==> src/rtl/score_bitmap_writer_pkg.sv <==
// Shared constants, state encoding and helpers for the score bitmap.
// The scoreboard draw block reuses the same geometry constants.
package score_bitmap_writer_pkg;

  localparam int unsigned DIGITS    = 6;
  localparam int unsigned GLYPH_W   = 8;
  localparam int unsigned GLYPH_H   = 12;
  localparam int unsigned SCORE_W   = 4 * DIGITS;
  localparam int unsigned FONT_W    = 2 * GLYPH_W;
  localparam int unsigned FONT_AW   = 8;
  localparam int unsigned ROW_PITCH = DIGITS * GLYPH_W;
  localparam int unsigned RAM_DEPTH = DIGITS * GLYPH_W * GLYPH_H;
  localparam int unsigned ADDR_W    = $clog2(RAM_DEPTH);
  localparam int unsigned PX_W      = $clog2(GLYPH_W);
  localparam int unsigned DPOS_W    = $clog2(DIGITS);
  localparam int unsigned ROW_W     = $clog2(GLYPH_H);

  typedef enum logic [2:0] {
    S_IDLE,
    S_FETCH,
    S_WAIT,
    S_WRITE,
    S_DONE
  } state_t;

  function automatic logic [3:0] nibble(input logic [SCORE_W-1:0] s, input int unsigned i);
    return s[4*i +: 4];
  endfunction

  // Digit i (0 = LS) renders blank if invalid BCD or a leading zero.
  function automatic logic digit_blank(input logic [SCORE_W-1:0] s, input int unsigned i,
                                       input logic blank_lz);
    logic lead;
    lead = blank_lz && (i != 0);
    for (int unsigned k = 0; k < DIGITS; k++) begin
      if (k >= i && nibble(s, k) != 4'd0) lead = 1'b0;
    end
    return (nibble(s, i) > 4'd9) || lead;
  endfunction

  function automatic logic [FONT_AW-1:0] font_index(input logic [3:0] nib,
                                                     input logic [ROW_W-1:0] r);
    return FONT_AW'(nib) * FONT_AW'(GLYPH_H) + FONT_AW'(r);
  endfunction

  function automatic logic [ADDR_W-1:0] pix_addr(input logic [ROW_W-1:0] r,
                                                 input logic [DPOS_W-1:0] d,
                                                 input logic [PX_W-1:0] p);
    return ADDR_W'(r) * ADDR_W'(ROW_PITCH) + ADDR_W'(d) * ADDR_W'(GLYPH_W) + ADDR_W'(p);
  endfunction

endpackage

==> src/rtl/score_bitmap_writer_if.sv <==
// Control, font ROM and score RAM write-port signals of the score bitmap writer.
interface score_bitmap_writer_if;
  import score_bitmap_writer_pkg::*;

  logic               start;
  logic [SCORE_W-1:0] score_bcd;
  logic               vblank;
  logic               busy;
  logic               done;
  logic [FONT_AW-1:0] font_addr;
  logic [FONT_W-1:0]  font_data;
  logic               wr_en;
  logic [ADDR_W-1:0]  wr_addr;
  logic [1:0]         wr_data;

  modport master (
    output start, score_bcd, vblank, font_data,
    input  busy, done, font_addr, wr_en, wr_addr, wr_data
  );

  modport slave (
    input  start, score_bcd, vblank, font_data,
    output busy, done, font_addr, wr_en, wr_addr, wr_data
  );

endinterface

==> src/rtl/score_bitmap_writer_glyph_row_serializer.sv <==
// Holds one glyph row (or zeros when blanked) and shifts out 2-bit pixels MSB-first.
module glyph_row_serializer #(
  parameter int unsigned W = 8
) (
  input  logic           clk,
  input  logic           rst,
  input  logic           load,
  input  logic           shift,
  input  logic [2*W-1:0] row_bits,
  input  logic           blank,
  output logic [1:0]     pixel
);

  logic [2*W-1:0] shreg;

  // Blanking is folded in at load so the pixel output comes straight from the register.
  always_ff @(posedge clk) begin
    if (rst) begin
      shreg <= '0;
    end else if (load) begin
      shreg <= blank ? '0 : row_bits;
    end else if (shift) begin
      shreg <= {shreg[2*W-3:0], 2'b00};
    end
  end

  assign pixel = shreg[2*W-1 -: 2];

endmodule

==> src/rtl/score_bitmap_writer.sv <==
// Renders the latched BCD score into the 2-bpp score bitmap RAM during vertical blanking.
// Row-major layout, address 0 = top-left pixel, MS digit leftmost.
module score_bitmap_writer
  import score_bitmap_writer_pkg::*;
#(
  parameter bit BLANK_LZ = 1'b1
) (
  input logic               vga_clk,
  input logic               rst,
  score_bitmap_writer_if.slave bus
);

  state_t             state;
  logic [SCORE_W-1:0] score;
  logic [PX_W-1:0]    px;
  logic [DPOS_W-1:0]  dpos;
  logic [ROW_W-1:0]   row;
  logic [FONT_AW-1:0] font_addr;
  logic [ADDR_W-1:0]  wr_addr;
  logic               busy;
  logic               done;

  logic               last_px;
  logic               last_dpos;
  logic               last_row;
  logic [DPOS_W-1:0]  dpos_nxt;
  logic [ROW_W-1:0]   row_nxt;
  logic               ser_load;
  logic               ser_shift;
  logic               ser_blank;
  logic [1:0]         pixel;

  // Counter wrap decisions and serializer controls.
  always_comb begin
    last_px   = (px == PX_W'(GLYPH_W - 1));
    last_dpos = (dpos == DPOS_W'(DIGITS - 1));
    last_row  = (row == ROW_W'(GLYPH_H - 1));
    dpos_nxt  = last_dpos ? '0 : dpos + DPOS_W'(1);
    row_nxt   = last_dpos ? row + ROW_W'(1) : row;
    ser_load  = (state == S_WAIT) && bus.vblank;
    ser_shift = (state == S_WRITE) && bus.vblank;
    ser_blank = digit_blank(score, DIGITS - 1 - 32'(dpos), BLANK_LZ);
  end

  always_ff @(posedge vga_clk) begin
    if (rst) begin
      state     <= S_IDLE;
      score     <= '0;
      px        <= '0;
      dpos      <= '0;
      row       <= '0;
      font_addr <= '0;
      wr_addr   <= '0;
      busy      <= 1'b0;
      done      <= 1'b0;
    end else begin
      done <= 1'b0;
      unique case (state)
        S_IDLE: begin
          if (bus.start) begin
            score     <= bus.score_bcd;
            px        <= '0;
            dpos      <= '0;
            row       <= '0;
            font_addr <= font_index(nibble(bus.score_bcd, DIGITS - 1), '0);
            busy      <= 1'b1;
            state     <= S_FETCH;
          end
        end
        S_FETCH: begin
          if (bus.vblank) state <= S_WAIT;
        end
        S_WAIT: begin
          if (bus.vblank) begin
            wr_addr <= pix_addr(row, dpos, '0);
            state   <= S_WRITE;
          end
        end
        S_WRITE: begin
          if (bus.vblank) begin
            if (!last_px) begin
              px      <= px + PX_W'(1);
              wr_addr <= wr_addr + ADDR_W'(1);
            end else begin
              px   <= '0;
              dpos <= dpos_nxt;
              row  <= row_nxt;
              if (last_dpos && last_row) begin
                busy  <= 1'b0;
                done  <= 1'b1;
                state <= S_DONE;
              end else begin
                font_addr <= font_index(nibble(score, DIGITS - 1 - 32'(dpos_nxt)), row_nxt);
                state     <= S_FETCH;
              end
            end
          end
        end
        S_DONE: state <= S_IDLE;
        default: state <= S_IDLE;
      endcase
    end
  end

  glyph_row_serializer #(.W(GLYPH_W)) u_ser (
    .clk      (vga_clk),
    .rst      (rst),
    .load     (ser_load),
    .shift    (ser_shift),
    .row_bits (bus.font_data),
    .blank    (ser_blank),
    .pixel    (pixel)
  );

  // The strobe is qualified by vblank in the same cycle so no write ever lands outside blanking.
  assign bus.wr_en     = (state == S_WRITE) && bus.vblank;
  assign bus.wr_addr   = wr_addr;
  assign bus.wr_data   = pixel;
  assign bus.font_addr = font_addr;
  assign bus.busy      = busy;
  assign bus.done      = done;

endmodule
==> src/flat_wrapper.sv <==
// flat-port wrapper written by rule: the top's interface ports become plain ports
module score_bitmap_writer_flat import score_bitmap_writer_pkg::*;
#(
  parameter bit BLANK_LZ = 1'b1
)
  (vga_clk, rst, bus_start, bus_score_bcd, bus_vblank, bus_font_data, bus_busy, bus_done, bus_font_addr, bus_wr_en, bus_wr_addr, bus_wr_data);
  score_bitmap_writer_if bus_i ();
  input logic vga_clk;
  input logic rst;
  input wire logic [$bits(bus_i.start)-1:0] bus_start;
  input wire logic [$bits(bus_i.score_bcd)-1:0] bus_score_bcd;
  input wire logic [$bits(bus_i.vblank)-1:0] bus_vblank;
  input wire logic [$bits(bus_i.font_data)-1:0] bus_font_data;
  output wire logic [$bits(bus_i.busy)-1:0] bus_busy;
  output wire logic [$bits(bus_i.done)-1:0] bus_done;
  output wire logic [$bits(bus_i.font_addr)-1:0] bus_font_addr;
  output wire logic [$bits(bus_i.wr_en)-1:0] bus_wr_en;
  output wire logic [$bits(bus_i.wr_addr)-1:0] bus_wr_addr;
  output wire logic [$bits(bus_i.wr_data)-1:0] bus_wr_data;
  assign bus_i.start = bus_start;
  assign bus_i.score_bcd = bus_score_bcd;
  assign bus_i.vblank = bus_vblank;
  assign bus_i.font_data = bus_font_data;
  assign bus_busy = bus_i.busy;
  assign bus_done = bus_i.done;
  assign bus_font_addr = bus_i.font_addr;
  assign bus_wr_en = bus_i.wr_en;
  assign bus_wr_addr = bus_i.wr_addr;
  assign bus_wr_data = bus_i.wr_data;
  score_bitmap_writer #(.BLANK_LZ(BLANK_LZ)) u_core (.vga_clk(vga_clk), .rst(rst), .bus(bus_i));
endmodule
==> config.mk <==
export PLATFORM = sky130hd
export DESIGN_NAME = score_bitmap_writer_flat
export DESIGN_NICKNAME = d
export VERILOG_FILES = /design/src/rtl/score_bitmap_writer_pkg.sv /design/src/rtl/score_bitmap_writer_if.sv /design/src/rtl/score_bitmap_writer_glyph_row_serializer.sv /design/src/rtl/score_bitmap_writer.sv /design/src/flat_wrapper.sv
export SDC_FILE = /design/constraint.sdc
export NUM_CORES = 1
export LEC_CHECK = 0
export CAP_MARGIN = 20
export CORE_MARGIN = 5
export CORE_UTILIZATION = 55
export DETAILED_ROUTE_END_ITERATION = 10
export GPL_TIMING_DRIVEN = 0
export HOLD_SLACK_MARGIN = 0.03
export PLACE_DENSITY = 0.81
export RECOVER_POWER = 50
export SYNTH_ARGS = -nofsm -noshare
export SYNTH_HDL_FRONTEND = slang
export SYNTH_SLANG_ARGS = --single-unit
==> constraint.sdc <==
create_clock -name vga_clk -period 4.6 [get_ports vga_clk]
set_input_delay 0.92 -clock vga_clk [delete_from_list [all_inputs] [get_ports vga_clk]]
set_output_delay 0.92 -clock vga_clk [all_outputs]
set_load 0.01 [all_outputs]
# After elaboration in Yosys (flattened, before gate mapping)
# Cells that the tools add are included.
[word_totals]
reg_bits = 73
inputBits = 44
output_inout_bits = 23
elab_cells = 120
[op_classes]
n_addsub = 8
n_mul = 3
order_cmp = 7
n_eq_ne = 14
shift = 2
muxes = 44
n_bitwise = 3
n_reduce_logical = 29
[op_table]
columns = ["operator", "n"]
rows = [
  ["$shiftx 24x33->4", 2],
  ["$ge 1x32->1 const A", 2],
  ["$ge 2x32->1 const A", 2],
  ["$ge 3x32->1 const A", 2],
  ["$mux 16", 3],
  ["$mux 3", 12],
  ["$mux 8", 4],
  ["$reduce_bool 32->1", 1],
  ["$mux 10", 3],
  ["$reduce_bool 4->1", 6],
  ["$pmux 10 s2", 1],
  ["$mul 4x2->6 const B", 3],
  ["$mux 4", 4],
  ["$pmux 8 s2", 1],
  ["$reduce_and 5->1", 3],
  ["$ne 2x2->1 const B", 6],
  ["$pmux 3 s2", 2],
  ["$pmux 3 s4", 1],
  ["$mux 1", 11],
  ["$add 10x1->10 const B", 1],
  ["$add 10x6->10", 1],
  ["$logic_and 1x1->1", 9],
  ["$add 8x4->8", 1],
  ["$pmux 4 s2", 1],
  ["other kinds (18)", 28],
]

# Depth between registers and ports, before layout
# Gate-level depths: netlist of the first run.
[depth]
depth_word = 12
ltp_mapped = 19
ltp_nobuf = 17

# By module
# Synthesis of the first run repeated with hierarchy kept, for this count alone.
[hier_totals]
hier_cells = 550
area_unflattened_um2 = 4583.1
[modules_own_cells]
columns = ["mod", "instances", "cells_per_inst", "area_per_inst_um2", "seq_area_each_um2"]
rows = [
  ["score_bitmap_writer", 1, 460, 3661.0, 1141.1],
  ["glyph_row_serializer", 1, 90, 922.1, 320.3],
]

# Worst setup path after synthesis of the first run
# OpenSTA, ideal clock, no wires.
[synth_path]
path_type = "register to register"
start = "register u_core.dpos[0]"
end = "register u_core.font_addr[7] (netlist: u_core.bus.font_addr[7])"
setup_time_ns = 0.120
t_arrival_ns = 4.101
required_ns = 4.480
path_slack_ns = 0.379
stages_incl_launch_ff = 20
n_path_buf = 3
synth_period_minus_slack_ns = 4.221
path_cell_list = "dfxtp_1 buf_4 buf_4 inv_1 ha_1 nand2_1 inv_1 ha_1 buf_2 mux4_2 a22oi_1 nor2_1 ha_1 inv_1 fa_1 nor2_1 nand2_1 o21ai_1 a2111oi_2 o31a_1"
[synth_via]
elab_chain_cells = 10
elab_cells_between_ends = 15
classes_between = "3 x add/sub; 1 x mul; 2 x eq/ne; 1 x shift; 6 x mux; 2 x reduce/logical"
[synth_lines]
columns = ["item", "line", "rtl"]
rows = [
  ["start: declaration", "score_bitmap_writer.sv:16", "logic [DPOS_W-1:0] dpos;"],
  ["start signal: assignment", "score_bitmap_writer.sv:86", "dpos <= dpos_nxt;"],
  ["$add 3x1->3 / $eq 3x3->1 (equally long branches)", "score_bitmap_writer.sv:38, score_bitmap_writer.sv:36", ""],
  ["$mux 3", "score_bitmap_writer.sv:38", "dpos_nxt = last_dpos ? '0 : dpos + DPOS_W'(1);"],
  ["$sub 3x3->4", "score_bitmap_writer.sv:93", "font_addr <= font_index(nibble(score, DIGITS - 1 - 32'(dpos_nxt)), row_nxt);"],
  ["$shiftx 24x33->4", "score_bitmap_writer_pkg.sv:27", "return s[4*i +: 4];"],
  ["$mul 4x2->6", "score_bitmap_writer_pkg.sv:43", "return FONT_AW'(nib) * FONT_AW'(GLYPH_H) + FONT_AW'(r);"],
  ["$add 8x4->8", "score_bitmap_writer_pkg.sv:43", ""],
  ["$mux 8", "score_bitmap_writer.sv:88", "if (last_dpos && last_row) begin"],
  ["$mux 8", "score_bitmap_writer.sv:81", "if (!last_px) begin"],
  ["$mux 8", "score_bitmap_writer.sv:80", "if (bus.vblank) begin"],
  ["$pmux 8 s2", "score_bitmap_writer.sv:58", "unique case (state)"],
  ["end signal: assignment", "score_bitmap_writer.sv:65", "font_addr <= font_index(nibble(bus.score_bcd, DIGITS - 1), '0);"],
  ["end signal: assignment", "score_bitmap_writer.sv:93", ""],
  ["end: declaration", "score_bitmap_writer.sv:18", "logic [FONT_AW-1:0] font_addr;"],
]
# Several ways; a longest one is shown, not always the timed one. The select of a mux whose other input is x is not followed.
# A chain may end at the register's enable or synchronous reset.

# Worst setup path after layout of the first run
# Ends and elaborated chain as after synthesis.

==> results.txt, run 1 <==
Post-synth ARST share = 0
Number of antenna violations at the first check in global routing = 0
Vert. Die Dim = 99.54 um
Proportion of netlist area held by the largest area contributor = 0.3314
Worst Reg2Reg Path Length in Cells = 19
Final Instance Area = 5463 um^2
Remaining routing DRC violations = 1
DR WL/cell = 15.66 um
Failing checks = design-rule violations
# setup viols final = 0
Final HPWL DP = 8592 um
Post-Syn Nets = 645
Worst EP required = 4.85 ns
Critical path type = flop to flop
Max-Cap Viols = 0
Number of enable flip-flop cells after synthesis = 0
Met3 global-route usage = 0.05119
Antenna Diode Count = 0
Unrepaired setup endpoints after global routing = no
Clock network latency to the later pin of the worst-skew pair = 0.35 ns
Total routed wirelength = 11730 um
Clock Tree Buf Depth = 2
Total number of vias = 4417
Maximum ir drop on the vdd rail = 286.3 uV
Startpoint type of the worst setup path = flop
Crit path setup slack, layout = 0.1670 ns
Htree depth = 3
NumNets Final = 722
Grt met2 use = 0.3905
Post-CTS Setup Repair Bufs = 0
Leading post-synthesis cells by cell area = dfxtp_1, ha_1, a21oi_1
Number of synthesized register bits = 73
Wire length of the first global-routing pass = 19710 um
Global-route total usage across every layer = 0.2402
Slew at the pin closest to its max-slew limit = 0.7284 ns
Grt peak-use layer = met2
CTS hold repair buffers = 0
Sequential Area = 1466 um^2
# fillers = 650
Routing usage on met1 = 0.3092
Share of the cycle needed by the critical path after routing = 0.9637
Width of the die = 99.54 um
Leakage Power = 2.142 nW
Critical R2R Capture = u_core.bus.font_addr[7]
Cells after synthesis = 566
Post-synthesis instance area = 4409 um^2
Startpoint of the lowest-slack hold path = u_core.bus.font_addr[3]
Starting utilization of the core area = 0.5677
Cell type with the highest aggregate area in the netlist = dfxtp_1
Remaining global-route overflow = 0
Last weighted congestion value of the routability-driven placer = 0.9542
Placement row count = 32
Total clock buffers created by CTS = 9
Count of input and output buffers = 66
Class of the tightest hold or removal check = flop to flop
Library cell with the highest instance count after synthesis = nand2_1
Residual antenna-violating net count after detailed routing = 0
Share of final-layout standard cells stronger than drive strength 1 = 0.07110
Max Transition Viols Final = 0
Post-route minimum period = 4.433 ns
Die Footprint = 9907 um^2
Placed inst area = 5197 um^2
Clock sink count = 73
Commonest register cell after synthesis = dfxtp_1
CTS tree = yes
Most common library cells after synthesis = nand2_1, dfxtp_1, a21oi_1
Warning count from the yosys run = 0
Synth-to-layout area growth = 23.89%
Count of endpoints failing hold in the final timing report = 0
Root Driver = clkbuf_8
Initial DRC count = 338
Largest net degree at the start of global routing = 13
Worst hold-check slack = 0.4493 ns
Relative slew margins = 0.5126
Core Footprint = 7767 um^2
Arr. time, crit path = 4.68 ns
Combined area of the multi-input logic cells = 2704 um^2
Power density cells = 310.1 nW/um^2
Endpoint class of the critical path = flop
Worst R2R Setup Slack = 0.17 ns
Worst r2r src = u_core.dpos[0]
Hold path endpoint = u_core.bus.font_addr[3]
Clk_skew = 0.01674 ns
DRT Pass-1 Iters = 8
Count of placed standard cells in the final layout, fillers left out = 749
Post-placement cell count = 734
Average footprint of a synthesized cell = 7.790 um^2
Worst hold path cell count = 2
Num ports = 67
Unique masters post-synth = 61
Max Freq = 0.2256 GHz
Result of the run = finished, violations left
Placement Setup Slack = -0.1420 ns
Via density per instance = 5.897
Crit-path max FO = 10
Setup TNS = 0 ns
Post-CTS clock slew at the launch and capture registers of the worst setup and hold paths = 0.08 ns
Via count of the first global-routing pass = 4276
Share of synthesized area occupied by flip-flops and latches = 0.3314
==> layout make-up <==
type | count | share of cell area
tap | 102 | 0.02336
clock buffer | 10 | 0.02519
inverter | 25 | 0.01718
sequential | 73 | 0.2684
buffer | 34 | 0.03092
clock inverter | 5 | 0.01901
timing repair buffer | 66 | 0.1209
multi-input combinational | 434 | 0.4950
==> metrics by stage <==
| step | utilization | total power (W) |
|---|---|---|
| after detailed placement | 0.6691 | 0.001087 |
| after CTS | 0.7018 | 0.001708 |
| after floorplan | - | 0.0009509 |
| after global routing | 0.7033 | 0.001771 |
| after global placement | 0.6691 | 0.001076 |
| final | 0.7033 | 0.001694 |
==> cell families after synthesis <==
family	share of synthesized area
fa+ha+maj	0.1078
mux	0.02724
compound gates	0.2063
flops	0.3314
xor+xnor	0.03377
simple gates	0.2344
buf+inv	0.05902
==> routing by layer <==
metal,part of all wire,vias to the layer above
met4,0.028,0
met2,0.48,166
met5,0,-
met3,0.075,39
met1,0.42,2064
li1,-,2148
==> power breakdown <==
part / leakage [nW] / internal, W / switching, W / total [W]
Clock: 0.122 / 0.000372 / 0.000245 / 0.000618
Combinational: 1.42 / 0.000155 / 0.000214 / 0.000368
Sequential: 0.596 / 0.000675 / 0.0000331 / 0.000708
==> sequential cells by signal (all words and copies together) (netlist names) <==
signal	cells
u_core.u_ser.shreg	16
u_core.state	3
u_core.score	24
u_core.bus.font_addr	8
u_core.bus.done	1
u_core.bus.wr_addr	10
u_core.dpos	3
u_core.row	4
u_core.px	3
u_core.bus.busy	1
==> cell usage in the layout, fill, tap and decap left out, types with 5 or more instances in the layout <==
cell	instances
nor3_1	12
or3_1	5
nand4_1	5
a21oi_1	71
nand3_1	8
clkbuf_8	10
nor2_1	69
dlygate4sd3_1	25
clkdlybuf4s50_1	41
xnor2_1	13
o211ai_1	7
inv_1	25
ha_1	29
dfxtp_1	71
nand2_1	88
buf_2	5
clkbuf_1	20
nor4_1	20
fa_1	5
o21ai_0	21
buf_4	6
==> worst max path at each step <==
stage,cells past startpoint,end,slack (ns),startpoint
after floorplan,19,u_core.bus.font_addr[7],0.38,u_core.dpos[0]
after global routing,18,u_core.bus.font_addr[7],0.004,u_core.dpos[0]
after CTS,19,u_core.bus.font_addr[7],0.001,u_core.dpos[0]
after detailed placement,19,u_core.bus.font_addr[7],-0.14,u_core.dpos[0]
final,19,u_core.bus.font_addr[7],0.17,u_core.dpos[0]
after global placement,19,u_core.bus.font_addr[7],-0.05,u_core.dpos[0]
==> what timing repair did <==
action	CTS	global route
resized for setup	4	5
pin swaps	0	1
endpoints found under the setup margin	1	2
==> worst max-delay path, stage by stage, from the launching register on <==
cell	delay [ns]
dfxtp_4	0.39
buf_4	0.17
buf_4	0.19
inv_1	0.14
ha_4	0.28
nand2_2	0.11
inv_1	0.09
ha_1	0.28
clkbuf_4	0.20
mux4_2	0.51
a22oi_1	0.19
nor2_1	0.11
ha_1	0.22
inv_1	0.08
fa_1	0.51
nor2_4	0.21
nand2_1	0.09
o21ai_1	0.16
a2111oi_2	0.09
o31a_1	0.30
No activity file was read; power rests on OpenSTA's default activity.
==> inputs of run 2 (changes only) <==
==> constraint.sdc (replaced) <==
create_clock -name vga_clk -period 5.1 [get_ports vga_clk]
set_input_delay 1.02 -clock vga_clk [delete_from_list [all_inputs] [get_ports vga_clk]]
set_output_delay 1.02 -clock vga_clk [all_outputs]
set_load 0.01 [all_outputs]
==> run 2 against run 1 <==
Compared with the run above: the flow now finishes without violations; design area is 0.57% lower; core utilization is 0.40 points lower; critical path depth unchanged; die area did not move; via count grew 0.54%; flip-flop and latch count unchanged; critical endpoint unchanged; largest cell class unchanged; largest power group unchanged.
==> results.txt, run 2 (same netlist as run 1, synthesis figures left out) <==
Result of the run = complete, no violations
Arr. time, crit path = 5.02 ns
Placed inst area = 5197 um^2
Core Footprint = 7767 um^2
CTS tree = yes
Remaining global-route overflow = 0
Critical path type = flop to flop
Setup TNS = 0 ns
Wire length of the first global-routing pass = 19640 um
Share of the cycle needed by the critical path after routing = 0.9358
Commonest non-fill, non-tap cell in the layout = nand2_1
Antenna Diode Count = 0
# setup viols final = 0
Clock network latency to the later pin of the worst-skew pair = 0.35 ns
Worst EP required = 5.35 ns
Slew at the pin closest to its max-slew limit = 0.7237 ns
CTS hold repair buffers = 0
Via count of the first global-routing pass = 4256
Leakage Power = 2.139 nW
Last weighted congestion value of the routability-driven placer = 0.9542
Flip-flop count of the largest register, all copies and words added = 24
Highest cell delay on the worst timing path = 0.53 ns
Initial DRC count = 312
DRT Pass-1 Iters = 5
Largest net degree at the start of global routing = 13
Post-route minimum period = 4.772 ns
Via density per instance = 5.929
Crit-path max FO = 10
Worst hold-check slack = 0.4485 ns
Max Transition Viols Final = 0
Width of the die = 99.54 um
Count of input and output buffers = 66
Most flop-heavy register = u_core.score
Top library cells by usage in the layout, fill and taps aside = nand2_1, dfxtp_1, a21oi_1
Final HPWL DP = 8592 um
Total number of vias = 4441
Power density cells = 281.7 nW/um^2
Largest registers ranked by flip-flop count = u_core.score x24, u_core.u_ser.shreg x16, u_core.bus.wr_addr x10
Die Footprint = 9907 um^2
Share of final-layout standard cells stronger than drive strength 1 = 0.06337
NumNets Final = 722
Max Freq = 0.2095 GHz
Final Instance Area = 5431 um^2
Clock sink count = 73
Root Driver = clkbuf_8
Synth-to-layout area growth = 23.18%
Vert. Die Dim = 99.54 um
Post-CTS clock slew at the launch and capture registers of the worst setup and hold paths = 0.08 ns
Starting utilization of the core area = 0.5677
Endpoint class of the critical path = flop
Relative slew margins = 0.5158
Count of endpoints failing hold in the final timing report = 0
Maximum ir drop on the vdd rail = 258.9 uV
DR WL/cell = 15.66 um
Num ports = 67
Startpoint type of the worst setup path = flop
Clk_skew = 0.01660 ns
Number of antenna violations at the first check in global routing = 0
Crit path cell chain = buf_4, buf_4, inv_1, ha_1, nand2_1, inv_1, ha_1, buf_2, mux4_2, a22oi_1, nor2_1, ha_1, inv_1, fa_1, nor2_2, nand2_1, o21ai_1, a2111oi_2, o31a_1
Total routed wirelength = 11730 um
Global-route total usage across every layer = 0.2393
Unrepaired setup endpoints after global routing = no
Total clock buffers created by CTS = 9
Fraction of the core area covered by cells at the end of the flow = 0.6993
Remaining routing DRC violations = 0
Critical-path top delay cell = mux4_2
Residual antenna-violating net count after detailed routing = 0
Class of the tightest hold or removal check = flop to flop
Post-CTS Setup Repair Bufs = 0
Htree depth = 3
Clock Tree Buf Depth = 2
Placement row count = 32
Total power draw = 0.001530 W
Max-Cap Viols = 0
## run 2: stage by stage
step	worst slack (ns)	instances
2_1_floorplan	0.8795	566
3_3_place_gp	0.4539	734
5_1_grt	0.04043	749
3_5_place_dp	0.3580	734
6_report	0.3275	749
4_1_cts	0.2810	749
## run 2: worst paths after layout
| path | startpoint | endpoint | slack [ns] | cells past startpoint |
|---|---|---|---|---|
| max | u_core.dpos[0] | u_core.bus.font_addr[7] | 0.33 | 19 |
| max reg2reg | u_core.dpos[0] | u_core.bus.font_addr[7] | 0.33 | 19 |
| min | u_core.bus.font_addr[3] | u_core.bus.font_addr[3] | 0.45 | 2 |
| min reg2reg | u_core.bus.font_addr[3] | u_core.bus.font_addr[3] | 0.45 | 2 |
## run 2: per-layer routing
layer | GRT usage | wire [um] | share of wire | up-vias
met1 | 0.3096 | 4914 | 0.42 | 2062
met3 | 0.05119 | 918 | 0.078 | 40
met2 | 0.3884 | 5539 | 0.47 | 194
met4 | 0.09664 | 354 | 0.030 | 0
li1 | - | - | - | 2145
met5 | 0 | 0 | 0 | -
## run 2: critical path: cells and delay by family (launching register included)
family | cells | cell delay, ns
compound gates | 4 | 0.73
mux | 1 | 0.53
fa+ha+maj | 4 | 1.36
flops | 1 | 0.46
buf+inv | 6 | 0.94
simple gates | 4 | 0.64
## run 2: where the power goes
group          switching, W  leakage, nW  internal (W)
registers         0.0000299        0.594      0.000609
clock network      0.000226        0.122      0.000336
logic              0.000191         1.42      0.000139
## run 2: repair_timing
item,in CTS,in global routing
setup endpoints to repair,0,1
hold endpoints to repair,0,0
gates resized for setup,0,1
## run 2: layout make-up
class	count	area, um^2
Timing Repair Buffer	66	660.6
Sequential cell	73	1461
Tap cell	102	127.6
Fill cell	655	2336
Buffer	34	166.4
Clock buffer	10	137.6
Clock inverter	5	103.9
Inverter	25	93.84
Multi-Input combinational cell	434	2680
